`src/rtl/lsu_mem_port_if.sv`:
```
// Memory-side request/acknowledge bus between the load/store unit and data memory.
interface lsu_mem_port_if;
  logic        m_req;
  logic        m_we;
  logic [9:0]  m_addr;
  logic [3:0]  m_be;
  logic [31:0] m_wdata;
  logic        m_ack;
  logic [31:0] m_rdata;

  modport master (output m_req, m_we, m_addr, m_be, m_wdata,
                  input  m_ack, m_rdata);
  modport slave  (input  m_req, m_we, m_addr, m_be, m_wdata,
                  output m_ack, m_rdata);
endinterface

```
`src/rtl/lsu_mem_port.sv`:
```
// CPU-side load/store initiator: alignment/size check, lane steering,
// req/ack handshake with timeout, sign-extended load return.
module lsu_mem_port #(
  parameter int unsigned TIMEOUT = 255
) (
  input  logic                  clk,
  input  logic                  reset,
  input  logic                  cpu_req,
  input  logic                  cpu_we,
  input  logic [1:0]            cpu_size,
  input  logic [31:0]           cpu_addr,
  input  logic [31:0]           cpu_wdata,
  output logic                  stall,
  output logic                  done,
  output logic [31:0]           rdata,
  output logic                  err,
  output logic [1:0]            fault,
  lsu_mem_port_if.master        mem
);

  typedef enum logic [1:0] {S_IDLE, S_BUSY, S_DONE, S_ERR} state_t;

  state_t      state, state_next;
  logic [15:0] cnt;
  logic        cnt_last;
  logic [1:0]  req_fault;
  logic [3:0]  be_dec;
  logic [31:0] wd_dec;
  logic [1:0]  op_size;
  logic [1:0]  op_lo;
  logic [31:0] load_val;
  logic [15:0] half_v;
  logic [7:0]  byte_v;

  assign cnt_last  = (cnt == 16'(TIMEOUT - 1));
  assign mem.m_req = (state == S_BUSY);

  // Request decode: fault code, byte enables and lane-replicated write data.
  always_comb begin
    req_fault = 2'b00;
    be_dec    = '0;
    wd_dec    = '0;
    case (cpu_size)
      2'b00: begin
        be_dec = 4'b1111;
        wd_dec = cpu_wdata;
        if (cpu_addr[1:0] != 2'b00) req_fault = 2'b01;
      end
      2'b01: begin
        be_dec = cpu_addr[1] ? 4'b1100 : 4'b0011;
        wd_dec = {2{cpu_wdata[15:0]}};
        if (cpu_addr[0]) req_fault = 2'b01;
      end
      2'b10: begin
        be_dec = 4'b0001 << cpu_addr[1:0];
        wd_dec = {4{cpu_wdata[7:0]}};
      end
      default: req_fault = 2'b10;
    endcase
  end

  // Load lane extraction and sign extension from the latched access shape.
  always_comb begin
    load_val = '0;
    half_v   = op_lo[1] ? mem.m_rdata[31:16] : mem.m_rdata[15:0];
    byte_v   = '0;
    case (op_lo)
      2'b00:   byte_v = mem.m_rdata[7:0];
      2'b01:   byte_v = mem.m_rdata[15:8];
      2'b10:   byte_v = mem.m_rdata[23:16];
      default: byte_v = mem.m_rdata[31:24];
    endcase
    case (op_size)
      2'b00:   load_val = mem.m_rdata;
      2'b01:   load_val = {{16{half_v[15]}}, half_v};
      2'b10:   load_val = {{24{byte_v[7]}}, byte_v};
      default: load_val = '0;
    endcase
  end

  // State register.
  always_ff @(posedge clk) begin
    if (reset) state <= S_IDLE;
    else       state <= state_next;
  end

  // Next-state and handshake outputs.
  always_comb begin
    state_next = state;
    stall      = 1'b0;
    done       = 1'b0;
    err        = 1'b0;
    case (state)
      S_IDLE: begin
        stall = cpu_req;
        if (cpu_req) state_next = (req_fault != 2'b00) ? S_ERR : S_BUSY;
      end
      S_BUSY: begin
        stall = 1'b1;
        if (mem.m_ack)     state_next = S_DONE;
        else if (cnt_last) state_next = S_ERR;
      end
      S_DONE: begin
        done       = 1'b1;
        state_next = S_IDLE;
      end
      default: begin
        err        = 1'b1;
        state_next = S_IDLE;
      end
    endcase
  end

  // Access latching, timeout counting, load capture and fault reporting.
  always_ff @(posedge clk) begin
    if (reset) begin
      rdata       <= '0;
      fault       <= 2'b00;
      cnt         <= '0;
      mem.m_we    <= 1'b0;
      mem.m_addr  <= '0;
      mem.m_be    <= '0;
      mem.m_wdata <= '0;
      op_size     <= 2'b00;
      op_lo       <= 2'b00;
    end else begin
      case (state)
        S_IDLE: begin
          if (cpu_req) begin
            if (req_fault != 2'b00) begin
              fault <= req_fault;
            end else begin
              fault       <= 2'b00;
              cnt         <= '0;
              mem.m_we    <= cpu_we;
              mem.m_addr  <= cpu_addr[11:2];
              mem.m_be    <= be_dec;
              mem.m_wdata <= wd_dec;
              op_size     <= cpu_size;
              op_lo       <= cpu_addr[1:0];
            end
          end
        end
        S_BUSY: begin
          if (mem.m_ack) begin
            rdata <= mem.m_we ? 32'h0 : load_val;
            cnt   <= '0;
          end else if (cnt_last) begin
            fault <= 2'b11;
            cnt   <= '0;
          end else begin
            cnt <= cnt + 16'd1;
          end
        end
        default: ;
      endcase
    end
  end

endmodule

```
`src/flat_wrapper.sv`:
```
// flat-port wrapper written by rule: the top's interface ports become plain ports
module lsu_mem_port_flat 
#(
  parameter int unsigned TIMEOUT = 255
)
  (clk, reset, cpu_req, cpu_we, cpu_size, cpu_addr, cpu_wdata, stall, done, rdata, err, fault, mem_m_req, mem_m_we, mem_m_addr, mem_m_be, mem_m_wdata, mem_m_ack, mem_m_rdata);
  lsu_mem_port_if mem_i ();
  input  logic clk;
  input  logic reset;
  input  logic cpu_req;
  input  logic cpu_we;
  input  logic [1:0] cpu_size;
  input  logic [31:0] cpu_addr;
  input  logic [31:0] cpu_wdata;
  output logic stall;
  output logic done;
  output logic [31:0] rdata;
  output logic err;
  output logic [1:0] fault;
  output wire logic [$bits(mem_i.m_req)-1:0] mem_m_req;
  output wire logic [$bits(mem_i.m_we)-1:0] mem_m_we;
  output wire logic [$bits(mem_i.m_addr)-1:0] mem_m_addr;
  output wire logic [$bits(mem_i.m_be)-1:0] mem_m_be;
  output wire logic [$bits(mem_i.m_wdata)-1:0] mem_m_wdata;
  input wire logic [$bits(mem_i.m_ack)-1:0] mem_m_ack;
  input wire logic [$bits(mem_i.m_rdata)-1:0] mem_m_rdata;
  assign mem_m_req = mem_i.m_req;
  assign mem_m_we = mem_i.m_we;
  assign mem_m_addr = mem_i.m_addr;
  assign mem_m_be = mem_i.m_be;
  assign mem_m_wdata = mem_i.m_wdata;
  assign mem_i.m_ack = mem_m_ack;
  assign mem_i.m_rdata = mem_m_rdata;
  lsu_mem_port #(.TIMEOUT(TIMEOUT)) u_core (.clk(clk), .reset(reset), .cpu_req(cpu_req), .cpu_we(cpu_we), .cpu_size(cpu_size), .cpu_addr(cpu_addr), .cpu_wdata(cpu_wdata), .stall(stall), .done(done), .rdata(rdata), .err(err), .fault(fault), .mem(mem_i));
endmodule
```
`config.mk`:
```
export PLATFORM = sky130hd
export DESIGN_NAME = lsu_mem_port_flat
export DESIGN_NICKNAME = d
export VERILOG_FILES = /design/src/rtl/lsu_mem_port_if.sv /design/src/rtl/lsu_mem_port.sv /design/src/flat_wrapper.sv
export SDC_FILE = /design/constraint.sdc
export NUM_CORES = 1
export LEC_CHECK = 0
export ABC_AREA = 1
export CAP_MARGIN = 20
export CORE_ASPECT_RATIO = 2
export CORE_UTILIZATION = 45
export DETAILED_ROUTE_END_ITERATION = 7
export PLACE_DENSITY = 0.77
export SLEW_MARGIN = 30
export SYNTH_ARGS = -nofsm -noshare
export SYNTH_HDL_FRONTEND = slang
export SYNTH_SLANG_ARGS = --single-unit
```
`constraint.sdc`:
```
create_clock -name clk -period 1.8 [get_ports clk]
set_input_delay 0.54 -clock clk [delete_from_list [all_inputs] [get_ports clk]]
set_output_delay 0.54 -clock clk [all_outputs]
set_load 0.005 [all_outputs]
```
# After elaboration in Yosys (flattened, before gate mapping)
# Index checks and enable logic that the tools add are counted.
# word_totals
regBits	103
out_inout_bits	85
# classes
n_addsub	1
n_eq_ne	14
shift	1
mux	27
n_bitwise	1
reduce_logical	13
# op_table
op	n
$pmux 32 s3	2
$mux 16	5
$mux 32	1
$pmux 16 s2	1
$pmux 8 s3	1
$add 16x1->16 const B	1
$eq 16x8->1 const B	1
$mux 2	7
$pmux 4 s3	1
$eq 2x1->1 const B	4
$eq 2x2->1 const B	4
$logic_not 2->1	4
$pmux 2 s2	2
$ne 2x2->1 const B	3
$pmux 2 s3	1
$reduce_and 3->1	2
$reduce_bool 2->1	3
$mux 1	4
$mux 4	1
$reduce_and 2->1	2
$reduce_and 4->1	1
$shl 1x2->4 const A	1
$ne 3x1->1 const B	1
$reduce_or 3->1	1
3 further kinds	3

# Logic depth before layout (Yosys ltp)
# Gate-level depths: netlist (run 1).
# logic_depth
ltp_word	7
depth_mapped	10
mapped_depth_nobuf	10

# Worst setup path before layout (run 1)
# No wires, ideal clock.
# synth_timing
path_kind	input to register
from	input cpu_size[0]
to	register u_core.mem.m_wdata[14]
setup_ns	0.116
arrival_ns	1.562
setup_slack_ns	0.122
path_stages	9
cell_sequence	buf_4 -> nand2_2 -> nand3_2 -> nor2_4 -> inv_2 -> buf_2 -> buf_6 -> nor2_1 -> nor2_1
# synth_via
elab_chain_cells	5
elab_cells_between_ends	8
cone_classes	2 x eq/ne; 2 x mux; 1 x bitwise; 3 x reduce/logical
# synth_lines
item	line_no	text
from (decl)	flat_wrapper.sv:12	input logic [1:0] cpu_size;
$eq 2x2->1, or another cell as far along	lsu_mem_port.sv:43	case (cpu_size)
$pmux 2 s3	lsu_mem_port.sv:43	
$reduce_bool 2->1	lsu_mem_port.sv:130	if (req_fault != 2'b00) begin
$not 1->1 (no source line)	--	
$reduce_and 3->1 (no source line)	--	
to (signal assigned)	lsu_mem_port.sv:138	mem.m_wdata <= wd_dec;
to (decl)	lsu_mem_port_if.sv:11	modport master (output m_req, m_we, m_addr, m_be, m_wdata,
# Parallel ways exist; a longest one is shown, timed or not.
# A chain may end at the register's enable or synchronous reset.

# Final worst setup path (run 1)
# layout_timing
from	register u_core.mem.m_be[2]
to	output mem_m_be[2]
# layout_lines
item	line_no	text
from (decl)	lsu_mem_port_if.sv:11	
from (signal assigned)	lsu_mem_port.sv:122	mem.m_be <= '0;
from (signal assigned)	lsu_mem_port.sv:137	mem.m_be <= be_dec;
to (decl)	flat_wrapper.sv:23	output wire logic [$bits(mem_i.m_be)-1:0] mem_m_be;
# No word-level cell between the ends.

==> results of run 1 <==
==> logic make-up after synthesis <==
logic type               count (synthesis)
AND/OR/NAND/NOR                        468
adder cells (fa/ha/maj)                  2
buffers and inverters                   96
XOR/XNOR                                 3
flip-flops                             103
AO/OA/AOI/OAI                          146
==> registers in the layout, indices dropped and copies added, names as in the netlist <==
| name | cells |
|---|---|
| u_core.mem.m_be | 4 |
| u_core.mem.m_we | 1 |
| u_core.fault | 2 |
| u_core.mem.m_addr | 10 |
| u_core.rdata | 32 |
| u_core.state | 2 |
| u_core.mem.m_wdata | 32 |
| u_core.op_lo | 2 |
| u_core.cnt | 16 |
| u_core.op_size | 2 |
==> power by group <==
group	internal [mW]	switching (mW)	total, mW	leakage, nW
Sequential	2.46	0.105	2.56	0.842
Combinational	0.833	0.844	1.68	2.39
Clock	0.965	0.945	1.91	0.133
==> per-layer routing <==
| layer | part of all wire (%) | up-vias |
|---|---|---|
| met5 | 0 | - |
| li1 | - | 3029 |
| met3 | 4.6 | 56 |
| met4 | 5.3 | 0 |
| met1 | 36 | 2758 |
| met2 | 54 | 213 |
==> stage by stage <==
step	utilization, %	cell area [sq um]	power (mW)	hold WS, ns
2_1_floorplan	-	5260	3.39	0.442
3_3_place_gp	65.1	7390	4.25	0.432
3_5_place_dp	65.1	7390	4.26	0.435
4_1_cts	67.9	7710	6.16	0.447
5_1_grt	68.1	7740	6.45	0.476
6_report	68.1	7740	6.15	0.446
==> repair_timing <==
item,4_1_cts,5_1_grt
gates resized for setup,22,15
setup endpoints to repair,60,35
pin swaps,4,2
buffers inserted,4,0
==> path summary, 6_finish.rpt <==
kind | startpoint | endpoint | slack, ns | depth (start not counted)
worst min-delay path | u_core.fault[0] | u_core.fault[0] | 0.45 | 2
worst min register to register | u_core.fault[0] | u_core.fault[0] | 0.45 | 2
worst max register to register | u_core.state[1] | u_core.rdata[18] | 0.18 | 8
worst max-delay path | u_core.mem.m_be[2] | mem_m_be[2] | 0.03 | 1
==> area by class of cell <==
cell class	count	area (sq um)
Antenna cell	2	5.00
Tap cell	142	178
Fill cell	1014	3620
Clock buffer	10	229
Inverter	50	190
Multi-Input combinational cell	619	2820
Clock inverter	6	55.1
Sequential cell	103	2070
Timing Repair Buffer	225	2190
==> layout by cell type (no fill, tap or decap), types with 3 or more instances in the layout <==
cell type and n:
nor2_2 3, dlymetal6s2s_1 3, nor2_1 103, xor2_1 3, dfxtp_1 98, o21ai_0 67
clkdlybuf4s50_1 153, nand3_1 41, o21ai_1 9, nand2_1 273, a21oi_1 63, nand2_2 4
inv_2 5, dlygate4sd2_1 7, buf_6 3, nor2_4 5, inv_1 43, buf_12 7
dfxtp_2 4, clkbuf_16 9, nand4_1 31, buf_4 49
==> out/metrics.cfg, run 1 <==
[yosys]
synth_compound_area_share_pct = 14.6
synthMuxAreaShare_pct = 0
synth_flop_cell = dfxtp_1
synth.most_common_cell = nand2_1
synth_top_area_share_pct = 39.2
synth_edf_count = 0
synth_xor_area_share_pct = 0.500
yosys-top-cells-area = dfxtp_1 (39%), nand2_1 (20%), nor2_1 (7.7%), o21ai_0 (6.4%), a21oi_1 (6.0%)
yosysTopAreaCell = dfxtp_1
synth.net_count = 923
ys_ff_latch = 103
syn_area_sq_mm = 0.00526
synth_top_cells_by_count = nand2_1 (274), nor2_1 (108), dfxtp_1 (103)
synth_cell_types = 32
ys_seq_area_share_pct = 39.2
syn_avg_cell_area_sq_um = 6.43
synth_simple_gate_area_share_pct = 37.5
yosysWarningCount = 0
async_reset_ff_share_pct = 0
synth_top_family_by_area = simple AND/OR/NAND/NOR gates
synthCells = 818
synth_fa_ha_area_share_pct = 0.476

[global_routing]
antenna_found_initial = 2
grt_max_degree = 64
grt_pass1_wl_mm = 27.1
use_met3_pct = 4.66
top_usage_layer = met2
track_usage_pct = 28.5
gr-usage-met1_pct = 28.5
overflow = 0
use_met2_pct = 53.1
grt_pass1_vias = 5759

[worst_setup_path]
crit_type = reg -> out
slowest_stage = clkdlybuf4s50_1
critical_path_buf_inv_count = 1
crit_arrival_ns = 1.23
critPathLaunchType = register
cp_cell_sequence = clkdlybuf4s50_1
cp.required_ns = 1.26
end_kind = output pin
slowest_delay_ns = 0.54
path_max_fanout = 2
crit_family = buffers and inverters

[sta]
fin_skew_ns = 0.00887
tightest_slew_ns = 0.688
setup_viol = 0
slew_viol_final = 0
period_share_pct = 98.2
slew_headroom_pct = 54.0
fin_ws_ns = 0.0319
fmax_ghz = 0.566
fin_crit_ns = 1.77
rsz0062_at_grt = true
finalSetupTns_ns = 0
hold_viol_final = 0

[die]
num_io_pins = 188
die_h_microns = 155
start_util_pct = 46.3
core-area_sq_mm = 0.0114
die_w_microns = 78.4
rows = 55
dieArea_sq_mm = 0.0121

[status]
outcome = complete, no violations

[clocking]
clockBufferDepth = 2
cts_made_buffers = 9
cts_sinks = 103
cts_tree = done
h-tree-depth = 3
clockRootBuffer = clkbuf_16
clk_latency_ns = 0.35
holdBufCountCts = 0
clk_pin_slew_ns = 0.07

[layout]
areaGrowthSynthToFinish_pct = 47.2
fin_cells = 1157
drive_above_1_share_pct = 10.8
layout.nets = 1113

[detailed_routing]
wl_per_cell_microns = 14.7
dr.pass1.iters = 5
drc = 0
drtIter0Drc = 330
vias = 6056
finalWirelength_mm = 17.0
viasPerCell = 5.23
ant_nets = 0

[place]
portBuffers = 167
gp_congestion = 0.899
dp_hpwl_mm = 12.5
place_worst_setup_slack_ns = -0.520
dp_cells = 1136

[job]
drv_cap = 0

[hold_path]
hold_path_class = reg -> reg

[pwr]
p_leak_nw = 3.37
vdd_drop_max_mv = 0.619
power_density_mw_per_mm2 = 795

Power figures use the tool's default switching activity.
==> inputs of run 2 (changes only) <==
--- a/config.mk
+++ b/config.mk
@@ -11,6 +11,7 @@
 export CORE_UTILIZATION = 45
 export DETAILED_ROUTE_END_ITERATION = 7
 export PLACE_DENSITY = 0.77
+export SKIP_CTS_REPAIR_TIMING = 1
 export SLEW_MARGIN = 30
 export SYNTH_ARGS = -nofsm -noshare
 export SYNTH_HDL_FRONTEND = slang
==> out/metrics.cfg, run 2 (synthesis gave the netlist of run 1 again) <==
[status]
outcome = finished with violations
violations = negative setup slack

[place]
portBuffers = 167
gp_congestion = 0.899
dp_hpwl_mm = 12.5

[sta]
period_share_pct = 106
setup_viol = 1
fmax_ghz = 0.524
fin_hold_ws_ns = 0.447
hold_viol_final = 0
slew_viol_final = 0
finalSetupTns_ns = -0.108
fin_skew_ns = 0.00924
rsz0062_at_grt = true
tightest_slew_ns = 0.683
fin_ws_ns = -0.108
slew_headroom_pct = 54.4
fin_crit_ns = 1.91

[hold_path]
hold_depth = 2
min_to = u_core.fault[0]
worstHoldStart = u_core.fault[0]
hold_path_class = reg -> reg

[clocking]
cts_sinks = 103
h-tree-depth = 3
clk_pin_slew_ns = 0.07
clockBufferDepth = 2
clockRootBuffer = clkbuf_16
cts_made_buffers = 9
cts_tree = done
clk_latency_ns = 0.35

[detailed_routing]
wl_per_cell_microns = 15.0
dr.pass1.iters = 5
ant_nets = 0
drtIter0Drc = 347
drc = 0
vias = 6112
viasPerCell = 5.27
finalWirelength_mm = 17.4

[die]
die_w_microns = 78.4
die_h_microns = 155
rows = 55
dieArea_sq_mm = 0.0121
core-area_sq_mm = 0.0114
num_io_pins = 188
start_util_pct = 46.3

[worst_setup_path]
r2r.worst_path.cells = 8
slowest_delay_ns = 0.45
slowest_stage = clkdlybuf4s50_1
r2r_start = u_core.cnt[1]
crit_arrival_ns = 1.37
reg2reg_slack_ns = 0.20
crit_top_cell = inv_1
cp.required_ns = 1.26
cp_cell_sequence = clkdlybuf4s50_1 -> inv_1 -> nor2_2 -> nor2_1 -> inv_1 -> clkbuf_2
end_kind = output pin
r2r_end = u_core.fault[1]
crit_type = in -> out
critPathLaunchType = primary input
path_max_fanout = 2

[layout]
drive_above_1_share_pct = 10.7
final_cell_mix = nand2_1 (272), clkdlybuf4s50_1 (154), nor2_1 (104)
final_common_cell = nand2_1
layout.nets = 1115
areaGrowthSynthToFinish_pct = 48.4
biggestRegsByFlops = u_core.mem.m_wdata x32, u_core.rdata x32, u_core.cnt x16

[global_routing]
grt_pass1_wl_mm = 27.0
grt_pass1_vias = 5722
antenna_found_initial = 2
track_usage_pct = 28.4
grt_max_degree = 64
overflow = 0

[pwr]
power_density_mw_per_mm2 = 795
vdd_drop_max_mv = 0.618
p_leak_nw = 3.46
p_total_mw = 6.20

[job]
drv_cap = 0

==> run 2: cell count changes in the layout (fill, tap and decap cells not counted), moves of 2 or more <==
cell and change:
buf_6 -3, clkinvlp_4 +2, dlygate4sd2_1 -7, dlymetal6s2s_1 +8
==> run 2: per-layer routing <==
layer,track usage [%],share of wire [%],vias to the layer above
li1,-,-,3029
met1,28.5,36,2812
met2,53.3,54,212
met3,4.60,4.7,59
met4,16.8,5.4,0
met5,0,0,-
==> run 2: power by group <==
part | switching [mW] | internal (mW)
logic | 0.867 | 0.852
registers | 0.104 | 2.46
clock network | 0.954 | 0.965
total | 1.92 | 4.28
==> run 2: how the worst max path moves through the flow <==
stage | startpoint | to | slack (ns) | cells past startpoint
after CTS | cpu_req | stall | -0.53 | 6
after global routing | cpu_req | stall | -0.19 | 6
after floorplan | cpu_size[0] | u_core.mem.m_wdata[14] | 0.12 | 9
after detailed placement | cpu_req | stall | -0.52 | 6
after global placement | cpu_req | stall | -0.50 | 6
final | cpu_req | stall | -0.11 | 6
==> run 2: layout make-up <==
class	count	area, sq um
antenna	2	5.00
clock buffer	10	229
clock inverter	6	55.1
fill	997	3550
inverter	50	191
multi-input combinational	619	2820
sequential	103	2070
tap	142	178
timing repair buffer	226	2250
timing repair inverter	1	7.51
==> run 2: critical path, delay by kind of cell <==
family | cells | cell delay [ns]
simple gates | 2 | 0.14
buf+inv | 4 | 0.68
==> run 2: through the flow <==
step	worst slack [ns]	area (sq um)	util, %	cells
4_1_cts	-0.528	7680	67.6	1152
3_3_place_gp	-0.500	7390	65.1	1136
2_1_floorplan	0.122	5260	-	818
6_report	-0.108	7800	68.7	1159
5_1_grt	-0.191	7800	68.7	1159
3_5_place_dp	-0.520	7390	65.1	1136
